`config.mk`:
```
export PLATFORM = sky130hd
export DESIGN_NAME = mmio_gpio_flat
export DESIGN_NICKNAME = d
export VERILOG_FILES = /design/src/rtl/mmio_gpio_if.sv /design/src/rtl/mmio_gpio.sv /design/src/flat_wrapper.sv
export SDC_FILE = /design/constraint.sdc
export NUM_CORES = 1
export LEC_CHECK = 0
export CAP_MARGIN = 10
export CORE_ASPECT_RATIO = 2
export CORE_UTILIZATION = 30
export DETAILED_ROUTE_END_ITERATION = 12
export PLACE_DENSITY = 0.51
export SYNTH_ARGS = -nofsm -noshare
export SYNTH_HDL_FRONTEND = slang
export SYNTH_SLANG_ARGS = --single-unit
```
`constraint.sdc`:
```
create_clock -name clock -period 3 [get_ports clock]
set_input_delay 0.45 -clock clock [delete_from_list [all_inputs] [get_ports clock]]
set_output_delay 0.45 -clock clock [all_outputs]
set_load 0.01 [all_outputs]
```
`src/rtl/mmio_gpio_if.sv`:
```
// Data-memory port bundle between the CPU and the GPIO peripheral.
// The CPU drives the request fields and the peripheral returns q.
interface mmio_gpio_if;
  logic [13:0] address;
  logic [3:0]  byteena;
  logic        clken;
  logic [31:0] data;
  logic        wren;
  logic [31:0] q;

  modport master (output address, byteena, clken, data, wren, input q);
  modport slave  (input address, byteena, clken, data, wren, output q);
endinterface

```
`src/rtl/mmio_gpio.sv`:
```
// Memory-mapped GPIO: LED register with set/clear aliases, hex-digit register,
// debounced switch inputs with write-1-to-clear change status and a masked interrupt.
module mmio_gpio #(
  parameter int unsigned LED_WIDTH       = 10,
  parameter int unsigned HEX_DIGITS      = 6,
  parameter int unsigned SW_WIDTH        = 10,
  parameter int unsigned DEBOUNCE_CYCLES = 50000
) (
  input  logic                    clock,
  input  logic                    reset_n,
  mmio_gpio_if.slave              bus,
  output logic [LED_WIDTH-1:0]    led,
  output logic [4*HEX_DIGITS-1:0] hex,
  input  logic [SW_WIDTH-1:0]     switch,
  output logic                    irq
);

  localparam int unsigned HEX_W  = 4 * HEX_DIGITS;
  localparam int unsigned CW_RAW = $clog2(DEBOUNCE_CYCLES + 1);
  localparam int unsigned CW     = (CW_RAW < 1) ? 1 : CW_RAW;
  localparam logic [CW-1:0] CMAX = CW'(DEBOUNCE_CYCLES - 1);

  localparam logic [31:0] LED_KEEP = 32'((64'd1 << LED_WIDTH) - 64'd1);
  localparam logic [31:0] HEX_KEEP = 32'((64'd1 << HEX_W) - 64'd1);
  localparam logic [31:0] SW_KEEP  = 32'((64'd1 << SW_WIDTH) - 64'd1);

  localparam logic [13:0] A_LED     = 14'h0;
  localparam logic [13:0] A_HEX     = 14'h1;
  localparam logic [13:0] A_SW      = 14'h2;
  localparam logic [13:0] A_STATUS  = 14'h3;
  localparam logic [13:0] A_IRQ_EN  = 14'h4;
  localparam logic [13:0] A_LED_SET = 14'h5;
  localparam logic [13:0] A_LED_CLR = 14'h6;

  logic [13:0] r_addr;
  logic [3:0]  r_be;
  logic [31:0] r_data;
  logic        r_wren;

  // Software-visible registers are held 32 bits wide with unused bits forced to 0.
  logic [31:0] r_led;
  logic [31:0] r_hex;
  logic [31:0] r_irq_en;
  logic [31:0] r_status;
  logic        r_irq;

  logic [SW_WIDTH-1:0] r_sync1;
  logic [SW_WIDTH-1:0] r_sync2;
  logic [SW_WIDTH-1:0] r_sw_db;
  logic [CW-1:0]       r_cnt [SW_WIDTH];

  logic [31:0]         w_mask;
  logic [31:0]         w_wbits;
  logic [31:0]         w_led_nxt;
  logic [31:0]         w_hex_nxt;
  logic [31:0]         w_irq_en_nxt;
  logic [31:0]         w_status_nxt;
  logic [SW_WIDTH-1:0] w_toggle;
  logic [31:0]         w_q;

  always_comb begin
    w_mask  = {{8{r_be[3]}}, {8{r_be[2]}}, {8{r_be[1]}}, {8{r_be[0]}}};
    w_wbits = r_data & w_mask;

    w_led_nxt = r_led;
    if (r_wren && r_addr == A_LED)          w_led_nxt = (r_led & ~w_mask) | w_wbits;
    else if (r_wren && r_addr == A_LED_SET) w_led_nxt = r_led | w_wbits;
    else if (r_wren && r_addr == A_LED_CLR) w_led_nxt = r_led & ~w_wbits;
    w_led_nxt = w_led_nxt & LED_KEEP;

    w_hex_nxt = r_hex;
    if (r_wren && r_addr == A_HEX) w_hex_nxt = ((r_hex & ~w_mask) | w_wbits) & HEX_KEEP;

    w_irq_en_nxt = r_irq_en;
    if (r_wren && r_addr == A_IRQ_EN) w_irq_en_nxt = ((r_irq_en & ~w_mask) | w_wbits) & SW_KEEP;

    for (int unsigned i = 0; i < SW_WIDTH; i++) begin
      w_toggle[i] = (r_sync2[i] != r_sw_db[i]) && (r_cnt[i] == CMAX);
    end

    // Clear is applied before the new toggles are OR-ed in, so a same-cycle set wins.
    w_status_nxt = r_status;
    if (r_wren && r_addr == A_STATUS) w_status_nxt = r_status & ~w_wbits;
    w_status_nxt = (w_status_nxt | 32'(w_toggle)) & SW_KEEP;
  end

  always_ff @(posedge clock or negedge reset_n) begin
    if (!reset_n) begin
      r_addr   <= '0;
      r_be     <= '0;
      r_data   <= '0;
      r_wren   <= 1'b0;
      r_led    <= '0;
      r_hex    <= '0;
      r_irq_en <= '0;
      r_status <= '0;
      r_irq    <= 1'b0;
      r_sync1  <= '0;
      r_sync2  <= '0;
      r_sw_db  <= '0;
      for (int unsigned i = 0; i < SW_WIDTH; i++) r_cnt[i] <= '0;
    end else begin
      if (bus.clken) begin
        r_addr <= bus.address;
        r_be   <= bus.byteena;
        r_data <= bus.data;
        r_wren <= bus.wren;
      end else begin
        r_wren <= 1'b0;
      end

      r_led    <= w_led_nxt;
      r_hex    <= w_hex_nxt;
      r_irq_en <= w_irq_en_nxt;
      r_status <= w_status_nxt;
      r_irq    <= |(r_status & r_irq_en);

      r_sync1 <= switch;
      r_sync2 <= r_sync1;
      for (int unsigned i = 0; i < SW_WIDTH; i++) begin
        if (r_sync2[i] != r_sw_db[i]) begin
          if (w_toggle[i]) begin
            r_sw_db[i] <= ~r_sw_db[i];
            r_cnt[i]   <= '0;
          end else begin
            r_cnt[i] <= r_cnt[i] + CW'(1);
          end
        end else begin
          r_cnt[i] <= '0;
        end
      end
    end
  end

  always_comb begin
    unique case (r_addr)
      A_LED:    w_q = r_led;
      A_HEX:    w_q = r_hex;
      A_SW:     w_q = 32'(r_sw_db);
      A_STATUS: w_q = r_status;
      A_IRQ_EN: w_q = r_irq_en;
      default:  w_q = '0;
    endcase
  end

  assign bus.q = w_q;
  assign led   = r_led[LED_WIDTH-1:0];
  assign hex   = r_hex[HEX_W-1:0];
  assign irq   = r_irq;

endmodule

```
`src/flat_wrapper.sv`:
```
// flat-port wrapper written by rule: the top's interface ports become plain ports
module mmio_gpio_flat 
#(
  parameter int unsigned LED_WIDTH       = 10,
  parameter int unsigned HEX_DIGITS      = 6,
  parameter int unsigned SW_WIDTH        = 10,
  parameter int unsigned DEBOUNCE_CYCLES = 50000
)
  (clock, reset_n, led, hex, switch, irq, bus_address, bus_byteena, bus_clken, bus_data, bus_wren, bus_q);
  mmio_gpio_if bus_i ();
  input  logic clock;
  input  logic reset_n;
  output logic [LED_WIDTH-1:0] led;
  output logic [4*HEX_DIGITS-1:0] hex;
  input  logic [SW_WIDTH-1:0] switch;
  output logic irq;
  input wire logic [$bits(bus_i.address)-1:0] bus_address;
  input wire logic [$bits(bus_i.byteena)-1:0] bus_byteena;
  input wire logic [$bits(bus_i.clken)-1:0] bus_clken;
  input wire logic [$bits(bus_i.data)-1:0] bus_data;
  input wire logic [$bits(bus_i.wren)-1:0] bus_wren;
  output wire logic [$bits(bus_i.q)-1:0] bus_q;
  assign bus_i.address = bus_address;
  assign bus_i.byteena = bus_byteena;
  assign bus_i.clken = bus_clken;
  assign bus_i.data = bus_data;
  assign bus_i.wren = bus_wren;
  assign bus_q = bus_i.q;
  mmio_gpio #(.LED_WIDTH(LED_WIDTH), .HEX_DIGITS(HEX_DIGITS), .SW_WIDTH(SW_WIDTH), .DEBOUNCE_CYCLES(DEBOUNCE_CYCLES)) u_core (.clock(clock), .reset_n(reset_n), .bus(bus_i), .led(led), .hex(hex), .switch(switch), .irq(irq));
endmodule
```
Word level (Yosys, flattened, before mapping) --
Index checks and enable logic that the tools add are counted.
Storage, ports and cells: output and inout port bits 67, register bits 287, input port bits 64, logic and storage cells 146
Cells by class: eq/ne operators 26, mux-type cells 26, $add $sub $neg 10, bitwise gates (word level) 24, reduce and logical (&&, ||, !) cells 29
Operator list (number):
- two-way mux 16 bit | 20
- adder 16 x 1 -> 16 bit, second input constant | 10
- equality test 16 bit, second input constant | 10
- one-hot mux 24 bit (5 select lines) | 1
- AND 10 bit | 5
- AND 24 bit | 2
- equality test 14 x 3 -> 1 bit, second input constant | 3
- two-way mux 10 bit | 4
- OR 10 bit | 4
- OR reduction 32 bit | 1
- equality test 14 x 2 -> 1 bit, second input constant | 2
- NOT 24 bit | 1
- OR 24 bit | 1
- AND reduction 2 bit | 10
- logical AND 1 bit | 16
- equality test 14 x 1 -> 1 bit, second input constant | 1
- logical NOT 14 bit | 1
- inequality test 1 bit | 10
- NOT 1 bit | 10
- NOT 10 bit | 1
- nonzero test 3 bit | 1
- two-way mux 1 bit | 1

Logic depth before layout (Yosys ltp) --
Gate-level depths: netlist of run 1.
depth after elaboration 6, gate-level depth with buffers 7, depth with buffers taken out 5

Least setup slack after synthesis of run 1 --
No wires, ideal clock.
path kind reg2out, start point register u_core.r_addr[13], end point output port bus_q[0], cell stages (with the launch flop) 7, arrival time 1.953 ns, slack 0.597 ns, path buffers 2, data required time 2.550 ns, cells stage by stage dfrtp_1 > or4_1 > buf_4 > nor4_4 > clkbuf_1 > a22oi_1 > nand2_1
On the way: cells in the longest elaborated chain, start to end 2, elaborated cells between the ends (all ways) 6, classes of those cells eq/ne (4); mux (1); reduce/logical (1)
Ends and longest elaborated chain:
- start, declared | RTL line mmio_gpio.sv:35 | logic [13:0] r_addr;
- start signal, assigned | RTL line mmio_gpio.sv:104 | r_addr <= bus.address;
- equality test 14 x 3 -> 1 bit (tied with other cells) | RTL line mmio_gpio.sv:136 | unique case (r_addr)
- one-hot mux 24 bit (5 select lines) (*) | RTL line mmio_gpio.sv:136
- end, declared | RTL line flat_wrapper.sv:22 | output wire logic [$bits(bus_i.q)-1:0] bus_q;
Mark *: on every way between the ends. The rest lies on a longest branch, timed or not.

Final worst setup path of run 1 --
start point register u_core.r_addr[3], end point output port bus_q[0]
The elaborated chain is that of the path after synthesis.

==> flow_summary.json, run 1 <==
{
  "setup_viol": 0,
  "dp_slack_ps": -2.50,
  "cts_tree": "yes",
  "rsz0062_at_grt": "yes",
  "timing.final.crit_period_ps": 2980,
  "coreArea_sq_um": 43400,
  "worstPathRequired_ps": 2550,
  "vias": 9417,
  "fin_util_pct": 37.4,
  "ys_types": 46,
  "rr_worst_depth": 6,
  "cts.sinks": 287,
  "min_path_cells": 1,
  "drt_iter0_markers": 383,
  "path_max_fanout": 6,
  "grt_first_pass_wirelength_um": 52800,
  "ys_ff_latch": 287,
  "clk_latency_ps": 560,
  "grt_start_max_net_pins": 81,
  "hpwlAfterDp_um": 22500,
  "r2r_start": "u_core.r_addr[5]",
  "maxSlewViolCount": 0,
  "crit_type": "flip-flop to output port",
  "synth_compound_area_share_pct": 3.13,
  "cts_max_path_buffers": 3,
  "outcome": "finished, final reports clean",
  "routedWlPerCell_um": 17.0,
  "drive_gt1_share_pct": 16.4,
  "grt_pass1_vias": 9946,
  "synth_common_cells": "dfrtp_1 (287), nor2_1 (175), xnor2_1 (120)",
  "synth_edf_count": 0,
  "synth_top_family_by_area": "simple AND/OR/NAND/NOR gates",
  "syn_area_sq_um": 13200,
  "p_leak_nw": 6.64,
  "synth_flop_cell": "dfrtp_1",
  "power_density_nw_per_um2": 519,
  "peakVddDrop_uv": 430,
  "rows": 108,
  "async_flop_share_pct": 100,
  "initial_core_util_pct": 30.5,
  "synthXorXnorAreaFrac_pct": 10.1,
  "die_y_um": 299,
  "yosysMostFrequentCell": "dfrtp_1",
  "fp.dieW_um": 150,
  "synthAdderAreaFrac_pct": 0.947,
  "crit_arrival_ps": 2530,
  "end_kind": "output port",
  "synthCells": 1189,
  "syn_to_final_growth_pct": 22.8,
  "startpoint_type": "flip-flop",
  "syn_avg_cell_area_sq_um": 11.1,
  "postRouteWirelength_um": 32300,
  "drtAntennaViolNets": 0,
  "fin_ws_ps": 22.5,
  "synth_top_area_share_pct": 54.4,
  "numCtsBuffers": 29,
  "period_share_pct": 99.2,
  "yosysSeqAreaShare_pct": 54.4,
  "grt-ovfl-total": 0,
  "antenna_found_initial": 1,
  "hold_start": "switch[0]",
  "hold_class": "input port to flip-flop",
  "max_clock_freq_mhz": 336,
  "grt_use_total_pct": 14.8,
  "port_buffers": 113,
  "htree_levels": 1,
  "cts.clk_slew.worst_paths_ps": 70,
  "max-slew-margin-rel_pct": 60.3,
  "synthSimpleGateAreaFrac_pct": 21.3,
  "yosys_warnings": 0,
  "regToRegSetupSlack_ps": 440,
  "hold_viol_final": 0,
  "cap_viol_max_count": 0,
  "synthTopCellsByArea": "dfrtp_1 (54%), xnor2_1 (8.0%), mux2_2 (7.2%)",
  "drcViolationCount": 0,
  "gp_congestion": 0.789,
  "via_per_inst": 4.95,
  "tightestPinTransition_ps": 590,
  "nets": 1406,
  "min_to": "u_core.r_sync1[0]",
  "clockRootBuffer": "clkbuf_16",
  "synthMuxAreaShare_pct": 7.93,
  "drtPass1Iterations": 6,
  "worst_clock_skew_ps": 8.96,
  "n_antenna_cell": 0,
  "io_pins": 131,
  "die_area_sq_um": 44900,
  "synth_top_cell_by_area": "dfrtp_1"
}
worst max-delay path by stage:
stage / from / endpoint / slack, ps / depth (start not counted)
after floorplan: u_core.r_addr[13] / bus_q[0] / 600 / 6
after global placement: u_core.r_addr[13] / bus_q[7] / 10 / 6
after detailed placement: u_core.r_addr[13] / bus_q[4] / -2 / 6
after CTS: u_core.r_addr[3] / bus_q[4] / -80 / 7
after global routing: u_core.r_addr[9] / bus_q[0] / -50 / 7
final: u_core.r_addr[3] / bus_q[0] / 20 / 8
what timing repair did:
item | in CTS | in global routing
endpoints found under the setup margin | 24 | 23
hold buffers | 1 | 0
cloned | 1 | 1
pin swaps | 5 | 11
endpoints found under the hold margin | 62 | 0
buffers inserted | 9 | 2
resized for setup | 86 | 45
logic make-up (layout without fill, tap and decap cells):
| logic type | after synthesis | after routing |
|---|---|---|
| compound gates | 51 | 51 |
| xor+xnor | 153 | 153 |
| fa+ha+maj | 10 | 10 |
| buf+inv | 64 | 221 |
| flops | 287 | 287 |
| mux | 93 | 93 |
| other cells | 1 | 8 |
| simple gates | 530 | 530 |
placed cells by master (no fill, tap or decap), drive strengths merged, types with 10 or more instances in the layout:
cell	Yosys	final
dfrtp	287	287
nor2	175	175
xnor2	120	120
mux2	93	93
clkdlybuf4s50	0	87
nand2	68	68
nand3	54	54
buf	14	50
nand4	47	47
nor4	42	42
clkbuf	26	42
nor3	38	38
xor2	33	33
inv	24	24
a22oi	23	23
nor4bb	20	20
and2	18	18
and3	17	17
nor4b	11	11
nor3b	10	10
a221o	10	10
ha	10	10
per-stage QoR:
stage / total power, mW / instance area (sq um) / hold WS [ps] / setup TNS, ps / cells
3_3_place_gp: 4.55 / 15100 / 338 / 0 / 1839
3_5_place_dp: 4.56 / 15100 / 335 / -2.50 / 1839
6_report: 8.43 / 16200 / 323 / 0 / 1903
5_1_grt: 8.77 / 16200 / 304 / -151 / 1903
2_1_floorplan: 4.32 / 13200 / 154 / 0 / 1196
4_1_cts: 8.58 / 16200 / 295 / -174 / 1902
where the power goes:
group          leakage, nW  internal [mW]  switching [mW]
clock                0.493           2.34            1.59
combinational         2.36          0.196           0.223
sequential            3.79           3.97           0.101
total                 6.64           6.51            1.92
layout make-up:
type                    count  area [sq um]
clock buffers              35           768
clock inverters            17           250
fillers                  4203         27200
inverters                  24          90.1
multi-input cells         845          5870
flip-flops and latches    287          7180
well taps                 550           688
repair buffers            145          1370
worst max-delay path, stage by stage, from the launching register on:
cell	delay, ps
dfrtp_2	420
buf_4	160
or3b_2	500
nor4_4	280
buf_4	190
buf_6	130
a22oi_2	50
nand2_1	100
buf_2	140
layer usage:
layer,share of wire [%],track usage (%),up-vias
met2,54,27.6,195
li1,-,-,4462
met3,5.2,2.89,56
met4,3.1,5.75,2
met1,38,16.1,4702
met5,0.034,0,-
Note: power is estimated with default switching activity, not from simulation.
==> run 2: changes to the inputs <==
--- a/config.mk
+++ b/config.mk
@@ -5,8 +5,9 @@
 export SDC_FILE = /design/constraint.sdc
 export NUM_CORES = 1
 export LEC_CHECK = 0
-export CAP_MARGIN = 10
+export CAP_MARGIN = 20
 export CORE_ASPECT_RATIO = 2
+export CORE_MARGIN = 2
 export CORE_UTILIZATION = 30
 export DETAILED_ROUTE_END_ITERATION = 12
 export PLACE_DENSITY = 0.51
==> run 2 against run 1 <==
Count of clock-buffer cells in the layout up 8; critical path depth up 1; flip-flop and latch count did not move; first-iteration DRC count fell by 25%; fmax rose by 0.69%; critical endpoint is now bus_q[7]; non-clock buffer count grew 3.
==> flow_summary.json, run 2 (same netlist as run 1, synthesis figures left out) <==
{
  "final_cell_count_no_fill": 1902,
  "grt_start_max_net_pins": 71,
  "grt_use_total_pct": 14.5,
  "timing.final.crit_period_ps": 2960,
  "vias": 9436,
  "p_leak_nw": 6.58,
  "die_y_um": 301,
  "cts.sinks": 287,
  "postRouteWirelength_um": 32800,
  "cts_max_path_buffers": 3,
  "fp.dieW_um": 152,
  "max-slew-margin-rel_pct": 60.3,
  "highest_layer": "met5",
  "nFillCells": 4306,
  "hold_start": "switch[4]",
  "grt_first_pass_wirelength_um": 54400,
  "met2WireLength_um": 17300,
  "grt_pass1_vias": 10152,
  "syn_to_final_growth_pct": 21.5,
  "layout_common_cells": "dfrtp_1 (284), nor2_1 (175), xnor2_1 (120)",
  "rsz0062_at_grt": "yes",
  "via_per_inst": 4.96,
  "cap_viol_max_count": 0,
  "clockRootBuffer": "clkbuf_16",
  "gp_congestion": 0.816,
  "end_kind": "output port",
  "regArea_sq_um": 7190,
  "antenna_found_initial": 1,
  "drive_gt1_share_pct": 15.4,
  "maxSlewViolCount": 0,
  "crit_arrival_ps": 2510,
  "max_clock_freq_mhz": 338,
  "path_max_fanout": 7,
  "numPlacedInstances": 1839,
  "drt_iter0_markers": 289,
  "drcViolationCount": 0,
  "hpwlAfterDp_um": 23100,
  "routedWlPerCell_um": 17.3,
  "rows": 108,
  "die_area_sq_um": 45800,
  "startpoint_type": "flip-flop",
  "nets": 1407,
  "drtAntennaViolNets": 0,
  "worst_clock_skew_ps": 17.4,
  "grt-ovfl-total": 0,
  "worstPathRequired_ps": 2550,
  "drt-met1-wl_um": 12900,
  "crit_type": "flip-flop to output port",
  "layout.cells.most_common": "dfrtp_1",
  "clk_latency_ps": 550,
  "peakVddDrop_uv": 365,
  "setup_viol": 0,
  "port_buffers": 113,
  "cts.clk_slew.worst_paths_ps": 70,
  "hold_class": "input port to flip-flop",
  "numCtsBuffers": 27,
  "io_pins": 131,
  "power_density_nw_per_um2": 493,
  "htree_levels": 1,
  "r2r_start": "u_core.r_addr[6]",
  "cts_tree": "yes",
  "outcome": "finished, final reports clean",
  "wl_met3_um": 1610,
  "fin_util_pct": 37.0,
  "setup.worst_path.start": "u_core.r_addr[3]",
  "hold_viol_final": 0,
  "tightestPinTransition_ps": 590,
  "drtPass1Iterations": 6,
  "multiInputGateArea_sq_um": 5840,
  "period_share_pct": 98.6,
  "coreArea_sq_um": 43400,
  "initial_core_util_pct": 30.5
}
run 2: changes by cell type in the layout (fill, tap and decap cells not counted), sizes merged:
cell      change
buf           -4
bufinv        -5
clkbuf       +15
clkinv        -5
clkinvlp      -3
diode         +1
run 2: power breakdown:
part,switching [mW],leakage [nW],total (mW),internal [mW]
Combinational,0.225,2.36,0.425,0.201
Clock,1.48,0.426,3.41,1.93
Sequential,0.0996,3.79,4.07,3.97
run 2: timing repair:
item | in CTS | in global routing
resized for setup | 60 | 54
gates cloned | 1 | 1
hold endpoints to repair | 65 | 0
hold buffers | 1 | 0
pin swaps | 5 | 5
buffers inserted | 10 | 2
setup endpoints to repair | 24 | 24
run 2: per-layer routing:
layer / track usage, % / up-vias
met5: 0 / -
met4: 5.16 / 2
li1: - / 4459
met1: 16.6 / 4716
met2: 27.1 / 205
met3: 2.62 / 54
run 2: layout make-up:
cell class	count	share of cell area (%)
inverter	24	0.561
antenna	1	0.0156
timing repair buffer	148	8.68
clock inverter	4	0.281
sequential	287	44.7
multi-input combinational	845	36.3
tap	550	4.29
clock buffer	43	5.08
run 2: per-stage QoR:
step / TNS (ps) / setup WS, ps / total power [mW] / hold slack, ps / instance area [sq um]
2_1_floorplan: 0 / 597 / 4.32 / 154 / 13200
3_3_place_gp: 0 / 89.0 / 4.55 / 338 / 15100
3_5_place_dp: 0 / 54.2 / 4.56 / 336 / 15100
4_1_cts: -305 / -85.0 / 8.07 / 307 / 16000
5_1_grt: -331 / -64.0 / 8.25 / 316 / 16100
6_report: 0 / 42.9 / 7.91 / 331 / 16100
run 2: path summary, 6_finish.rpt:
kind	endpoint	slack (ps)	cells after the start
max	bus_q[7]	40	9
min	u_core.r_sync1[4]	330	1
max reg2reg	flip-flop	420	6
min reg2reg	u_core.r_sync2[1]	350	0
max in group asynchronous	u_core.r_cnt[45]	1680	3
min in group asynchronous	u_core.r_cnt[136]	460	2
run 2: worst max-delay path, cell delays in order, from the launching register on:
cell and delay [ps]:
dfrtp_2 410, buf_4 140, buf_6 120, or4_4 500, nor4_4 170, buf_4 190, buf_8 130, a22oi_2 50
nand2_1 110, buf_6 130
